## src/rtl/oam_dma_engine.sv

```systemverilog
// OAM DMA engine: copies XFER_LEN bytes from page {dma_page,00} to DEST_BASE,
// one byte every two cycles (READ then WRITE), locking the CPU out via busy.
module oam_dma_engine #(
    parameter int unsigned XFER_LEN  = 160,
    parameter logic [15:0] DEST_BASE = 16'hFE00
) (
    input  logic        clk,
    input  logic        rst_b,
    input  logic        dma_start,
    input  logic [7:0]  dma_page,
    output logic [15:0] mem_addr,
    output logic        mem_re,
    output logic        mem_we,
    input  logic [7:0]  mem_rdata,
    output logic [7:0]  mem_wdata,
    output logic        mem_oe,
    output logic        busy,
    output logic        done
);

    typedef enum logic [1:0] {
        IDLE,
        READ,
        WRITE
    } state_t;

    localparam logic [7:0] LAST_IDX = 8'(XFER_LEN - 1);

    state_t     state;
    logic [7:0] src_page;
    logic [7:0] idx;
    logic [7:0] data_q;

    // The byte captured during READ is what gets driven during WRITE.
    assign mem_wdata = data_q;

    // Sequencer: state, byte index and all memory-side outputs are registered
    // together so each output reflects the state it is presented in.
    always_ff @(posedge clk or negedge rst_b) begin
        if (!rst_b) begin
            state    <= IDLE;
            src_page <= 8'h00;
            idx      <= 8'h00;
            data_q   <= 8'h00;
            mem_addr <= 16'h0000;
            mem_re   <= 1'b0;
            mem_we   <= 1'b0;
            mem_oe   <= 1'b0;
            busy     <= 1'b0;
            done     <= 1'b0;
        end else begin
            done <= 1'b0;
            if (dma_start) begin
                // A start in any state (re)begins from byte 0 of the new page;
                // a WRITE already on the bus this cycle still lands, and an
                // aborted transfer never reports done.
                state    <= READ;
                src_page <= dma_page;
                idx      <= 8'h00;
                mem_addr <= {dma_page, 8'h00};
                mem_re   <= 1'b1;
                mem_we   <= 1'b0;
                mem_oe   <= 1'b0;
                busy     <= 1'b1;
            end else begin
                case (state)
                    READ: begin
                        data_q   <= mem_rdata;
                        state    <= WRITE;
                        mem_addr <= DEST_BASE + {8'h00, idx};
                        mem_re   <= 1'b0;
                        mem_we   <= 1'b1;
                        mem_oe   <= 1'b1;
                        busy     <= 1'b1;
                    end
                    WRITE: begin
                        if (idx == LAST_IDX) begin
                            state    <= IDLE;
                            done     <= 1'b1;
                            mem_addr <= 16'h0000;
                            mem_re   <= 1'b0;
                            mem_we   <= 1'b0;
                            mem_oe   <= 1'b0;
                            busy     <= 1'b0;
                        end else begin
                            idx      <= idx + 8'd1;
                            state    <= READ;
                            mem_addr <= {src_page, idx + 8'd1};
                            mem_re   <= 1'b1;
                            mem_we   <= 1'b0;
                            mem_oe   <= 1'b0;
                            busy     <= 1'b1;
                        end
                    end
                    default: begin
                        state    <= IDLE;
                        mem_addr <= 16'h0000;
                        mem_re   <= 1'b0;
                        mem_we   <= 1'b0;
                        mem_oe   <= 1'b0;
                        busy     <= 1'b0;
                    end
                endcase
            end
        end
    end

endmodule

```

## config.mk

```make
export PLATFORM = sky130hd
export DESIGN_NAME = oam_dma_engine
export DESIGN_NICKNAME = d
export VERILOG_FILES = /design/src/rtl/oam_dma_engine.sv
export SDC_FILE = /design/constraint.sdc
export NUM_CORES = 1
export LEC_CHECK = 0
export BUFFER_PORTS_ARGS = -buffer_cell sky130_fd_sc_hd__buf_4
export CAP_MARGIN = 20
export CORE_MARGIN = 2
export CORE_UTILIZATION = 55
export CTS_BUF_LIST = sky130_fd_sc_hd__clkbuf_4
export CTS_CLUSTER_SIZE = 24
export DETAILED_ROUTE_END_ITERATION = 8
export PLACE_DENSITY = 0.82
export SLEW_MARGIN = 20
export SYNTH_ARGS = -nofsm -noshare
export SYNTH_HDL_FRONTEND = slang
export SYNTH_SLANG_ARGS = --single-unit
```

## constraint.sdc

```tcl
create_clock -name clk -period 2.3 [get_ports clk]
set_clock_uncertainty 0.15 [all_clocks]
set_input_delay 0.23 -clock clk [delete_from_list [all_inputs] [get_ports clk]]
set_output_delay 0.23 -clock clk [all_outputs]
set_load 0.02 [all_outputs]
```

# [Word level (Yosys, flattened, before mapping)]
# Index checks and enable logic that the tools add are counted.
# W data, S select, Z words.
[classes] addsub=2 n_eq_ne=4 mux=19 bitwise_logic=1 reduce_logical=3
[ops] op="$mux W16" count=2
[ops] op="$pmux W16 S2" count=1
[ops] op="$mux W8" count=3
[ops] op="$add A10 B9 Y11 const A" count=1
[ops] op="$mux W1" count=10
[ops] op="$add A8 B1 Y8 const B" count=1
[ops] op="$eq A8 B8 Y1 const B" count=1
[ops] op="$pmux W2 S2" count=1
[ops] op="$reduce_and A2 Y1" count=2
[ops] op="$eq A2 B1 Y1 const B" count=1
[ops] op="$eq A2 B2 Y1 const B" count=1
[ops] op="$mux W2" count=1
[ops] op="$ne A2 B2 Y1 const B" count=1
[ops] op="$pmux W1 S2" count=1
[ops] op="$reduce_bool A2 Y1" count=1
[ops] op="$not A1 Y1" count=1
[totals] reg_bits=46 output_inout_bits=29 elab_cells=38

# [Depth between registers and ports, before layout]
# Gate-level depths: netlist (run 1).
[logic_depth] word_depth=4 mapped_depth=7 depth_no_buf=6

# [Least setup slack after synthesis (run 1)]
# OpenSTA, ideal clock, no wires.
[synth_path] path_kind="register to register" startpoint="register, netlist name mem_oe" endpoint="register mem_addr[7]" setup_ns=0.069 arrival_time_ns=1.759 required_ns=2.081 setup_slack_ns=0.322 stages_incl_launch_ff=6 n_path_buf=0 synth_period_minus_slack_ns=1.978 cell_sequence="dfrtp_1 inv_1 ha_1 or2_2 or4_1 nand3_1"
[synth_lines] element="end signal, assigned" line_no="60" rtl="mem_addr <= {dma_page, 8'h00};"
[synth_lines] element="end signal, assigned" line_no="70" rtl="mem_addr <= DEST_BASE + {8'h00, idx};"
[synth_lines] element="end signal, assigned" line_no="88" rtl="mem_addr <= {src_page, idx + 8'd1};"
[synth_lines] element="end, declared" line_no="11" rtl="output logic [15:0] mem_addr,"

==> results.cfg, run 1 <==
[synth]
yosysTopAreaCellShare = 0.568
synth_ff_type = dfrtp_1
synth_area_leaders = dfrtp_1, mux2_2, o21ai_0
synth_top_area_cell = dfrtp_1
ys_ff_latch = 45
synth_cell_types = 42
yosysWarnings = 0
synth_edf_count = 0
ys_seq_area_frac = 0.568
synth.net_count = 200
async_flop_share = 1.00
synthCells = 178
synth_commonest_cells = dfrtp_1, o21ai_0, a21oi_1
yosys.cell_count.top_type = dfrtp_1
syn_avg_cell_area_um2 = 11.1
synth_area_um2 = 1980

[clocking]
cts.sinks = 45
htree_levels = 2
cts_buffers = 5
clk_latency_ns = 0.37
ctsResizeCount = 0
cts_tree = done
cts_buffer_depth = 2
clk_pin_slew_ns = 0.14
cts_hold_buf = 17
cts_setup_buffers = 0
root_buffer = clkbuf_4

[placement]
pre_cts_slack_ns = 0.318
place.gp.congestion = 0.920
dpl.hpwl_um = 2750
io_buffers = 47
placed_area_um2 = 2330

[drt]
vias_per_cell = 5.56
ant_nets = 0
first_pass_iters = 6
drcViolationCount = 0
routed_wl_um = 4300
avgRoutedWirePerCell_um = 15.0
drtIter0Drc = 152
num_vias = 1596

[global_route]
antenna_found_initial = 0
grt_usage = 0.230
grt_max_degree = 46
overflow = 0
grt_pass1_wl_um = 7200
grt_pass1_vias = 1589

[run_status]
status = complete, no violations

[power]
finalPower_uw = 1580
p_per_area_nw_per_um2 = 619
power_leakage_uw = 0.00118
vdd_drop_max_mv = 0.568

[floorplanning]
die_area_um2 = 4100
die_h_um = 64.0
rows = 21
core_area_um2 = 3390
io_pins = 48
start_util = 0.585
fp.dieW_um = 64.0

[timing]
worst_pin_slew_ns = 0.581
fin_ws_ns = 0.273
finalMaxSlewViolations = 0
hold_violations = 0
setup_viol = 0
period_share = 0.881
maxSlewHeadroom = 0.611
fmax_mhz = 493
fin_crit_ns = 2.03
rsz0062_at_grt = no
setup_tns_ns = 0

[job]
drv_cap = 0

[critical_path]
cp-end-kind = flip-flop
rr_worst_depth = 7
worstSetupPathType = reg -> reg
worstPathMaxFanout = 13
cp-start-kind = flip-flop
cp.required_ns = 2.45
cp.arrival_ns = 2.17

[final_layout]
fill_cells = 236
layout-drive-gt1-share = 0.315
nNetsFinal = 262
syn_to_final_growth_pct = 29.0
design_area_um2 = 2560
antenna_cells = 0

[min_path]
min_path_cells = 2
hold_class = in -> reg
## cell type report
| class | instances | area (um2) | share of cell area |
|---|---|---|---|
| flip-flops and latches | 45 | 1130 | 0.440 |
| repair buffers | 68 | 553 | 0.216 |
| clock inverters | 3 | 21.3 | 0.00832 |
| clock buffers | 5 | 37.5 | 0.0147 |
| well taps | 46 | 57.6 | 0.0225 |
| inverters | 11 | 41.3 | 0.0161 |
| multi-input cells | 109 | 721 | 0.282 |
## flip-flops by register name, summed over array words and instances, names as in the netlist
signal,cells
mem_addr,16
idx,8
mem_wdata,8
src_page,8
busy,1
done,1
mem_oe,1
mem_re,1
state,1
## logic make-up after synthesis
kind of cell               Yosys count  synth area share
and+or+nand+nor                     47             0.129
AOI/OAI and AO/OA                   45             0.142
DFF                                 45             0.568
buffers and inverters               24            0.0682
muxes                               10            0.0562
xor gates and xnor gates             4            0.0177
adders and majority gates            3            0.0189
## worst paths after layout
| kind | endpoint | startpoint | slack (ns) |
|---|---|---|---|
| max in group asynchronous | mem_addr[15] | rst_b | 1.40 |
| max | mem_addr[3] | mem_oe | 0.27 |
| min in group asynchronous | idx[4] | rst_b | 0.23 |
| min reg2reg | mem_wdata[4] | mem_wdata[4] | 0.38 |
| max reg2reg | mem_addr[3] | mem_oe | 0.27 |
| min | idx[7] | dma_start | 0.09 |
## cells in the final DEF (no fill, tap or decap), types with 2 or more instances in the layout
| cell | n |
|---|---|
| a22oi_1 | 2 |
| nand2_1 | 13 |
| o21bai_1 | 2 |
| dlygate4sd3_1 | 17 |
| clkbuf_4 | 5 |
| a211oi_1 | 2 |
| nor2_1 | 7 |
| nand4_1 | 3 |
| mux2_2 | 9 |
| nor3_1 | 2 |
| nand3_1 | 7 |
| or2_2 | 2 |
| inv_1 | 11 |
| a21oi_1 | 14 |
| buf_4 | 51 |
| o21ai_0 | 18 |
| nand3b_1 | 2 |
| ha_1 | 3 |
| xnor2_1 | 3 |
| dfrtp_1 | 45 |
## worst max-delay path: stages, from the launching register on
cell and delay (ns):
dfrtp_1 0.43, inv_1 0.06, ha_1 0.33, or2_2 0.31
buf_4 0.19, nor4b_1 0.30, a31oi_1 0.09, o21ai_0 0.10
## where the power goes
part           total [uW]  switching [uW]  internal (uW)
Sequential            881            30.7            850
Combinational         317             168            149
Clock                 385             264            121
Total                1580             463           1120
## through the flow
step                 util  hold WS [ns]  instances
CTS                 0.755        0.0685        287
global placement    0.687        0.0995        262
floorplan               -        -0.216        178
detailed placement  0.687         0.107        262
global route        0.755        0.0990        287
finish              0.755        0.0859        287
## metal layers
layer  vias up  part of all wire  global-route usage
met1       777              0.41               0.278
met5         -                 0                   0
li1        736                 -                   -
met2        72              0.50               0.387
met4         0             0.015              0.0788
met3        11             0.075              0.0722
Power figures use the tool's default switching activity.
==> run 2: changes to the inputs <==
Settings changed: CTS_BUF_LIST sky130_fd_sc_hd__clkbuf_4 to sky130_fd_sc_hd__clkbuf_2.
==> run 2 against run 1 <==
  * Non-clock buffer count increased by 1
  * Flip-flop and latch count unchanged
  * Global-route usage is 0.34 points higher
  * Total power down 2.5%
  * Register-to-register slack is essentially flat
  * Clock power fell by 11%
  * Combinational power about the same
  * Final area about the same
  * Core utilization is 0.074 points lower
  * Sequential power about the same
==> results.cfg, run 2 (synthesized netlist as in run 1, its figures left out) <==
[run_status]
status = complete, no violations

[floorplanning]
rows = 21
die_area_um2 = 4100
fp.dieW_um = 64.0
die_h_um = 64.0
io_pins = 48
core_area_um2 = 3390
start_util = 0.585

[drt]
met1Wirelength_um = 1670
drtIter0Drc = 162
first_pass_iters = 4
routed_wl_um = 4310
vias_per_cell = 5.57
num_vias = 1604
avgRoutedWirePerCell_um = 15.0
topRoutingLayerUsed = met4
ant_nets = 0
dr_wl_met3_um = 391
drcViolationCount = 0
wl_met2_um = 2140

[critical_path]
cp_slowest_cell = dfrtp_1
cp.arrival_ns = 2.26
cp-start-kind = flip-flop
crit_start = mem_oe
worstSetupPathType = reg -> reg
r2r_slack_ns = 0.27
cp.required_ns = 2.53
regToRegStartpoint = mem_oe
r2r-end = mem_addr[3]
cp-end-kind = flip-flop
endpoint = mem_addr[3]
max_stage_delay_ns = 0.46
rr_worst_depth = 7
cp_cell_sequence = inv_1, ha_1, or2_2, buf_4, nor4b_1, a31oi_1, o21ai_0
worstPathMaxFanout = 13

[power]
combPwrFrac = 0.206
seq_power_share = 0.571
clkPwrFrac = 0.223
power_leakage_uw = 0.00118
p_per_area_nw_per_um2 = 604
vdd_drop_max_mv = 0.528
switchingPower_uw = 466
p_sw_frac = 0.302
p_int_uw = 1080

[timing]
finalMaxSlewViolations = 0
worst_pin_slew_ns = 0.553
fin_crit_ns = 2.03
setup_viol = 0
setup_tns_ns = 0
maxSlewHeadroom = 0.631
fmax_mhz = 493
hold_violations = 0
rsz0062_at_grt = no
period_share = 0.882

[final_layout]
multiInputGateArea_um2 = 721
regArea_um2 = 1130
final_cell_mix = buf_4, dfrtp_1, o21ai_0, dlygate4sd3_1, a21oi_1
fin_util = 0.754
final_common_cell = buf_4
antenna_cells = 0
fill_cells = 234
regMostFlops = mem_addr
largest_register_ffs = 16
syn_to_final_growth_pct = 28.9
nNetsFinal = 263
layout-drive-gt1-share = 0.314

[clocking]
clk_latency_ns = 0.44
clk_pin_slew_ns = 0.23
ctsResizeCount = 0
cts_buffer_depth = 2
cts_tree = done
cts_buffers = 5
cts.sinks = 45
htree_levels = 2
root_buffer = clkbuf_2
cts_setup_buffers = 0
cts_hold_buf = 18

[global_route]
antenna_found_initial = 0
overflow = 0
grt_pass1_wl_um = 7270
grt_usage = 0.233
grt_pass1_vias = 1617
grt_max_degree = 46

[placement]
place.gp.congestion = 0.920
io_buffers = 47
dpl.hpwl_um = 2750

[job]
drv_cap = 0

[min_path]
hold_class = in -> async
[run 2: worst max-delay path, delay by kind of cell, from the launching register on]
kind / cells / cell delay, ns
DFF: 1 / 0.46
buffers and inverters: 2 / 0.24
and+or+nand+nor: 2 / 0.61
AOI/OAI and AO/OA: 2 / 0.19
adders and majority gates: 1 / 0.33
[run 2: worst min path at each step]
stage                     slack (ns)           end
final                           0.13        idx[4]
after global routing            0.16  mem_addr[12]
after CTS                       0.16   mem_addr[1]
after detailed placement        0.11        idx[4]
after global placement           0.1        idx[4]
after floorplan                -0.22          busy
[run 2: final cells by class]
class,count,area share
flip-flops and latches,45,0.441
multi-input cells,109,0.282
repair buffers,69,0.220
well taps,46,0.0225
inverters,11,0.0162
clock buffers,5,0.00979
clock inverters,3,0.00833
[run 2: routing by layer]
metal  vias up  GRT usage
met5         -          0
met4         0      0.101
met3        15     0.0616
met2        93      0.395
met1       757      0.279
li1        739          -
[run 2: per-stage QoR]
step / total power, uW / cell area [um2] / instances / hold WS [ns] / setup WS [ns]
finish: 1540 / 2550 / 288 / 0.131 / 0.272
global route: 1620 / 2550 / 288 / 0.158 / 0.181
CTS: 1550 / 2550 / 288 / 0.158 / 0.258
detailed placement: 1190 / 2330 / 262 / 0.107 / 0.318
global placement: 1180 / 2330 / 262 / 0.0995 / 0.425
floorplan: 1050 / 1980 / 178 / -0.216 / 0.322
[run 2: power by group through the flow]
stage	Clock (uW)	Combinational (uW)	Sequential (uW)
after floorplan	0	101	949
after global placement	0	286	893
after detailed placement	0	293	897
after CTS	344	319	882
after global routing	391	344	890
final	344	317	882
